## src/rtl/fp_bin_pkg.sv

```systemverilog
// Shared types and IEEE-754 single-precision field helpers for the
// binary-search quantizer.
package fp_bin_pkg;

    typedef enum logic [1:0] {
        IDLE,
        SEARCH,
        DONE
    } state_t;

    localparam int FP_EXP_MSB = 30;
    localparam int FP_EXP_LSB = 23;
    localparam int FP_MAN_MSB = 22;

    // Quiet or signalling NaN: all-ones exponent with a non-zero mantissa.
    function automatic logic is_nan(input logic [31:0] v);
        return (v[FP_EXP_MSB:FP_EXP_LSB] == 8'hFF) && (v[FP_MAN_MSB:0] != '0);
    endfunction

endpackage

```

## src/rtl/fp_ge_cmp.sv

```systemverilog
// Combinational IEEE-754 single-precision a >= b.
// Total order on sign-magnitude values; -0.0 equals +0.0; infinities order
// naturally; denormals compare exactly; any NaN operand yields false.
module fp_ge_cmp
    import fp_bin_pkg::*;
(
    input  logic [31:0] a,
    input  logic [31:0] b,
    output logic        ge
);

    logic [31:0] key_a;
    logic [31:0] key_b;
    logic        both_zero;

    // Map each float onto an unsigned key whose integer order is the float order.
    always_comb begin
        key_a     = a[31] ? ~a : (a | 32'h8000_0000);
        key_b     = b[31] ? ~b : (b | 32'h8000_0000);
        both_zero = (a[30:0] == '0) && (b[30:0] == '0);
        if (is_nan(a) || is_nan(b)) begin
            ge = 1'b0;
        end else if (both_zero) begin
            ge = 1'b1;
        end else begin
            ge = (key_a >= key_b);
        end
    end

endmodule

```

## src/rtl/fp_bin_search.sv

```systemverilog
// Sequential binary-search quantizer: maps an IEEE single sample to the
// count of programmable ascending thresholds it is >= (one compare/cycle).
// Optional feature macro: FP_BIN_NAN_FLAG_EN adds the registered out_nan flag.
module fp_bin_search
    import fp_bin_pkg::*;
#(
    parameter int IDX_W = 4,
    parameter int FP_W  = 32
) (
    input  logic             clk,
    input  logic             reset_n,
    input  logic             in_valid,
    output logic             in_ready,
    input  logic [FP_W-1:0]  in_data,
    input  logic             thr_wr_en,
    output logic             thr_wr_ready,
    input  logic [IDX_W-1:0] thr_wr_addr,
    input  logic [FP_W-1:0]  thr_wr_data,
    output logic             out_valid,
    input  logic             out_ready,
    output logic [IDX_W-1:0] out_index,
    output logic             busy
`ifdef FP_BIN_NAN_FLAG_EN
    ,
    output logic             out_nan
`endif
);

    localparam int DEPTH = 1 << IDX_W;
    localparam int K_W   = (IDX_W > 1) ? $clog2(IDX_W) : 1;

    state_t           state;
    state_t           state_nxt;
    logic [K_W-1:0]   step;
    logic [IDX_W-1:0] lo;
    logic [IDX_W-1:0] probe;
    logic [FP_W-1:0]  x;
    logic [FP_W-1:0]  thr [DEPTH];
    logic             ge;
    logic             accept;

    assign probe  = lo | (IDX_W'(1) << step);
    assign accept = in_valid && in_ready;

    fp_ge_cmp u_cmp (
        .a  (x),
        .b  (thr[probe]),
        .ge (ge)
    );

    // State register.
    always_ff @(posedge clk or negedge reset_n) begin
        if (!reset_n) begin
            // NOTE: registers use non-blocking assignments so every flop samples pre-edge values.
            state <= IDLE;
        end else begin
            state <= state_nxt;
        end
    end

    // Next-state and handshake outputs.
    always_comb begin
        // NOTE: every output gets a default first so no path leaves it unassigned (no latch).
        state_nxt    = state;
        in_ready     = 1'b0;
        out_valid    = 1'b0;
        busy         = 1'b1;
        thr_wr_ready = 1'b0;
        case (state)
            IDLE: begin
                in_ready     = 1'b1;
                busy         = 1'b0;
                thr_wr_ready = 1'b1;
                if (in_valid) state_nxt = SEARCH;
            end
            SEARCH: begin
                if (step == '0) state_nxt = DONE;
            end
            DONE: begin
                out_valid = 1'b1;
                if (out_ready) state_nxt = IDLE;
            end
            default: state_nxt = IDLE;
        endcase
    end

    // Search datapath: latch sample, walk the index MSB-first, register result.
    always_ff @(posedge clk or negedge reset_n) begin
        if (!reset_n) begin
            x         <= '0;
            lo        <= '0;
            step      <= K_W'(IDX_W - 1);
            out_index <= '0;
`ifdef FP_BIN_NAN_FLAG_EN
            out_nan   <= 1'b0;
`endif
        end else begin
            case (state)
                IDLE: begin
                    if (accept) begin
                        x    <= in_data;
                        lo   <= '0;
                        step <= K_W'(IDX_W - 1);
                    end
                end
                SEARCH: begin
                    if (ge) lo <= probe;
                    if (step == '0) begin
                        out_index <= ge ? probe : lo;
`ifdef FP_BIN_NAN_FLAG_EN
                        out_nan   <= is_nan(x);
`endif
                    end else begin
                        step <= step - K_W'(1);
                    end
                end
                DONE: begin
`ifdef FP_BIN_NAN_FLAG_EN
                    if (out_ready) out_nan <= 1'b0;
`endif
                end
                default: ;
            endcase
        end
    end

    // Threshold table: writable only while idle; slot 0 is never written.
    always_ff @(posedge clk or negedge reset_n) begin
        if (!reset_n) begin
            // NOTE: the table is a small flop array, so resetting every entry is intended.
            for (int i = 0; i < DEPTH; i++) thr[i] <= '0;
        end else if (thr_wr_en && thr_wr_ready && (thr_wr_addr != '0)) begin
            thr[thr_wr_addr] <= thr_wr_data;
        end
    end

endmodule
```

## config.mk

```make
export PLATFORM = sky130hd
export DESIGN_NAME = fp_bin_search
export DESIGN_NICKNAME = d
export VERILOG_FILES = /design/src/rtl/fp_bin_pkg.sv /design/src/rtl/fp_ge_cmp.sv /design/src/rtl/fp_bin_search.sv
export SDC_FILE = /design/constraint.sdc
export NUM_CORES = 1
export LEC_CHECK = 0
export ABC_AREA = 1
export CAP_MARGIN = 10
export CORE_MARGIN = 1
export CORE_UTILIZATION = 35
export DETAILED_ROUTE_END_ITERATION = 7
export MAX_ROUTING_LAYER = met4
export PLACE_DENSITY_LB_ADDON = 0.3
export SYNTH_ARGS = -nofsm -noshare
export SYNTH_HDL_FRONTEND = slang
export SYNTH_HIERARCHICAL = 1
export SYNTH_SLANG_ARGS = --single-unit
```

## constraint.sdc

```tcl
create_clock -name clk -period 3.5 [get_ports clk]
set_input_delay 0.35 -clock clk [delete_from_list [all_inputs] [get_ports clk]]
set_output_delay 0.35 -clock clk [all_outputs]
set_load 0.02 [all_outputs]
```

==> out/qor.yml <==
logic_synthesis:
  ys_seq_elements: 556
  ys_types: 36
  synth_warnings: 6
  synth_edf_count: 0
  synth_async_sr_flop_share_pct: 100
  syn_area_sq_um: 28300
  synth_fp_nets: 3921
  ys.flop_type: "dfrtp_1"
  synth_area_per_cell_sq_um: 7.42
  synth-seq-area-share_pct: 49.2
  syn_inst: 3812
drt:
  wl_per_cell_um: 17.5
  vias: 24100
  drt-total-wl_um: 86800
  route.detailed.drc: 0
  viasPerCell: 4.85
  dr.pass1.iters: 5
  ant_nets: 0
  drtIter0Drc: 1849
cts:
  htreeDepth: 2
  cts_made_buffers: 61
  clock-sinks: 556
  cts_tree: "done"
  clockRootBuffer: "clkbuf_16"
  clock_path_buffers: 3
  cts.clk_slew.worst_paths_ns: 0.06
  clk_latency_ns: 0.65
finish:
  layout.nets: 3983
  n_antenna_cell: 0
  register_area_sq_um: 13900
  fillers: 7960
  multi_input_area_sq_um: 11600
  finalNonFillerCells: 4972
  layout-drive-gt1-share_pct: 11.8
  syn2layout_area_growth_pct: 22.3
  layout_commonest_cell: "nand2_1"
  final_cell_mix: "1161 x nand2_1, 593 x inv_1, 554 x dfrtp_1"
timing:
  rsz0062_at_grt: "true"
  finalHoldViolCount: 0
  fmax_mhz: 282
  finalSetupTns_ns: -0.0970
  holdWs_ns: 0.259
  setup_violations: 3
  min_period_ns: 3.55
  relSlewSlack_pct: 37.5
  tightest_slew_ns: 0.937
  fin_ws_ns: -0.0512
  finClkSkew_ns: 0.0195
  drv_slew: 0
  fin_crit_sh_pct: 101
setup_path:
  critical_path_class: "register to register"
  crit_slowest_cell: "dfstp_2"
  crit_arrival_ns: 4.07
  required_ns: 4.02
  cp_top_family: "simple AND/OR/NAND/NOR gates"
  crit_fanout: 7
  start_kind: "register"
  end_kind: "register"
  cp.buffers_inverters: 7
  cpPeakStageDelay_ns: 0.53
placed_design:
  hpwl_um: 53000
  dpl.cell_count: 4814
  io_buffers: 80
  globalplace.congestion: 0.838
global_route:
  grt_max_degree: 101
  first_global_vias: 23300
  globalRoute.totalOverflow: 0
  grt_antenna_before_repair: 0
  grt_first_pass_wirelength_um: 137000
  grt_use_total_pct: 22.0
floorplanning:
  io_pins: 81
  fp.dieH_um: 286
  fp.dieArea_sq_um: 82000
  core_region_area_sq_um: 79500
  row_count: 103
  die_x_um: 286
  start_util_pct: 35.6
status:
  violations: "negative setup slack"
  status: "finished with violations"
hold_path:
  hold_class: "input port to register"
job:
  max-cap-violations: 0
power:
  p_leak_nw: 17.2
  vdd_drop_max_mv: 0.477
  cellPowerDensity_nw_per_um2: 1030
## registers in the layout, indices dropped and copies added, names as in the netlist
name       flops
lo             4
out_index      4
state          2
step           2
thr          512
x             32
## per-layer routing
metal	GRT usage, %	wire length [um]
met1	29.2	39000
met2	35.6	41600
met3	2.17	3950
met4	6.12	2270
met5	-	0
## report_power, final
part / internal, W / total, W / switching, W
sequential: 0.00901 / 0.0105 / 0.00147
clock: 0.00386 / 0.00660 / 0.00274
combinational: 0.00793 / 0.0185 / 0.0105
total: 0.0208 / 0.0356 / 0.0148
## per-stage QoR
step / util [%] / setup WS, ns / area [sq um] / total power (W)
6_report: 43.5 / -0.0512 / 34600 / 0.0356
5_1_grt: 43.5 / -0.219 / 34600 / 0.0385
4_1_cts: 42.5 / -0.0257 / 33800 / 0.0343
3_5_place_dp: 39.0 / -0.345 / 31000 / 0.0262
3_3_place_gp: 39.0 / -0.329 / 31000 / 0.0259
2_1_floorplan: - / 0.00992 / 28300 / 0.0210
## area by class of cell
class / instances / share of cell area, %
well taps: 1050 / 3.80
clock inverters: 18 / 0.647
multi-input cells: 2370 / 33.4
inverters: 613 / 6.68
repair buffers: 271 / 9.98
repair inverters: 1 / 0.0108
flip-flops and latches: 556 / 40.2
clock buffers: 93 / 5.25
## synthesized netlist by cell type (2+ instances only)
cell type	count	area, sq um
nand2_1	1214	4560
inv_1	599	2250
dfrtp_1	554	13900
nand3_1	453	2270
o21ai_1	321	1610
o21ai_0	168	841
clkbuf_1	153	574
buf_2	100	500
nor2_1	62	233
ha_1	36	450
xnor2_1	31	272
xor2_1	31	272
a21oi_1	15	75.1
buf_1	15	56.3
inv_2	13	48.8
nand2_4	10	113
nand4_1	5	31.3
buf_4	4	30.0
and2_1	3	18.8
nor2_2	3	18.8
nor3_1	3	15.0
a21o_1	2	15.0
a21oi_2	2	17.5
dfstp_2	2	52.6
nand3_2	2	20.0
## path summary, 6_finish.rpt
kind	cells after the start	endpoint	slack, ns	start
worst max-delay path	25	out_index[0]$_DFFE_PN0P_	-0.05	step[1]$_DFFE_PN1P_
worst min-delay path	3	x[11]$_DFFE_PN0P_	0.26	in_data[11]
worst max register to register	25	out_index[0]$_DFFE_PN0P_	-0.05	step[1]$_DFFE_PN1P_
worst min register to register	0	thr[486]$_DFFE_PN0P_	0.38	thr[486]$_DFFE_PN0P_
max in group asynchronous	3	thr[75]$_DFFE_PN0P_	2.14	reset_n
min in group asynchronous	2	thr[350]$_DFFE_PN0P_	0.39	reset_n
## worst reg2reg max path: stages, from the launching register on
cell	delay (ns)
dfstp_2	0.53
inv_2	0.06
ha_4	0.18
nor2_4	0.12
buf_12	0.14
buf_8	0.12
buf_16	0.14
clkbuf_16	0.15
nand2_1	0.05
nand3_1	0.07
nand3_1	0.08
nand3_2	0.09
nand2_4	0.08
xnor2_1	0.13
ha_1	0.30
buf_4	0.14
a21o_1	0.16
nor2_1	0.09
nand2_1	0.06
nor2_1	0.14
nand2_2	0.10
nand2_2	0.07
a21oi_2	0.06
buf_4	0.14
a21oi_4	0.15
o21ai_1	0.08
## logic make-up (layout without fill, tap and decap cells)
logic type	Yosys count	count (layout)	share of synthesized area [%]
AOI/OAI and AO/OA	511	511	9.11
DFF	556	556	49.2
buffers and inverters	886	996	12.3
xor gates and xnor gates	62	62	1.92
adders and majority gates	36	36	1.59
and+or+nand+nor	1761	1761	25.9
## timing repair
| item | in CTS | in global routing |
|---|---|---|
| pin swaps | 27 | 91 |
| hold buffers | 1 | 0 |
| endpoints found under the hold margin | 82 | 0 |
| buffers inserted | 19 | 12 |
| resized for setup | 94 | 120 |
| setup endpoints to repair | 8 | 8 |
| cloned | 8 | 8 |
Power figures use the tool's default switching activity.
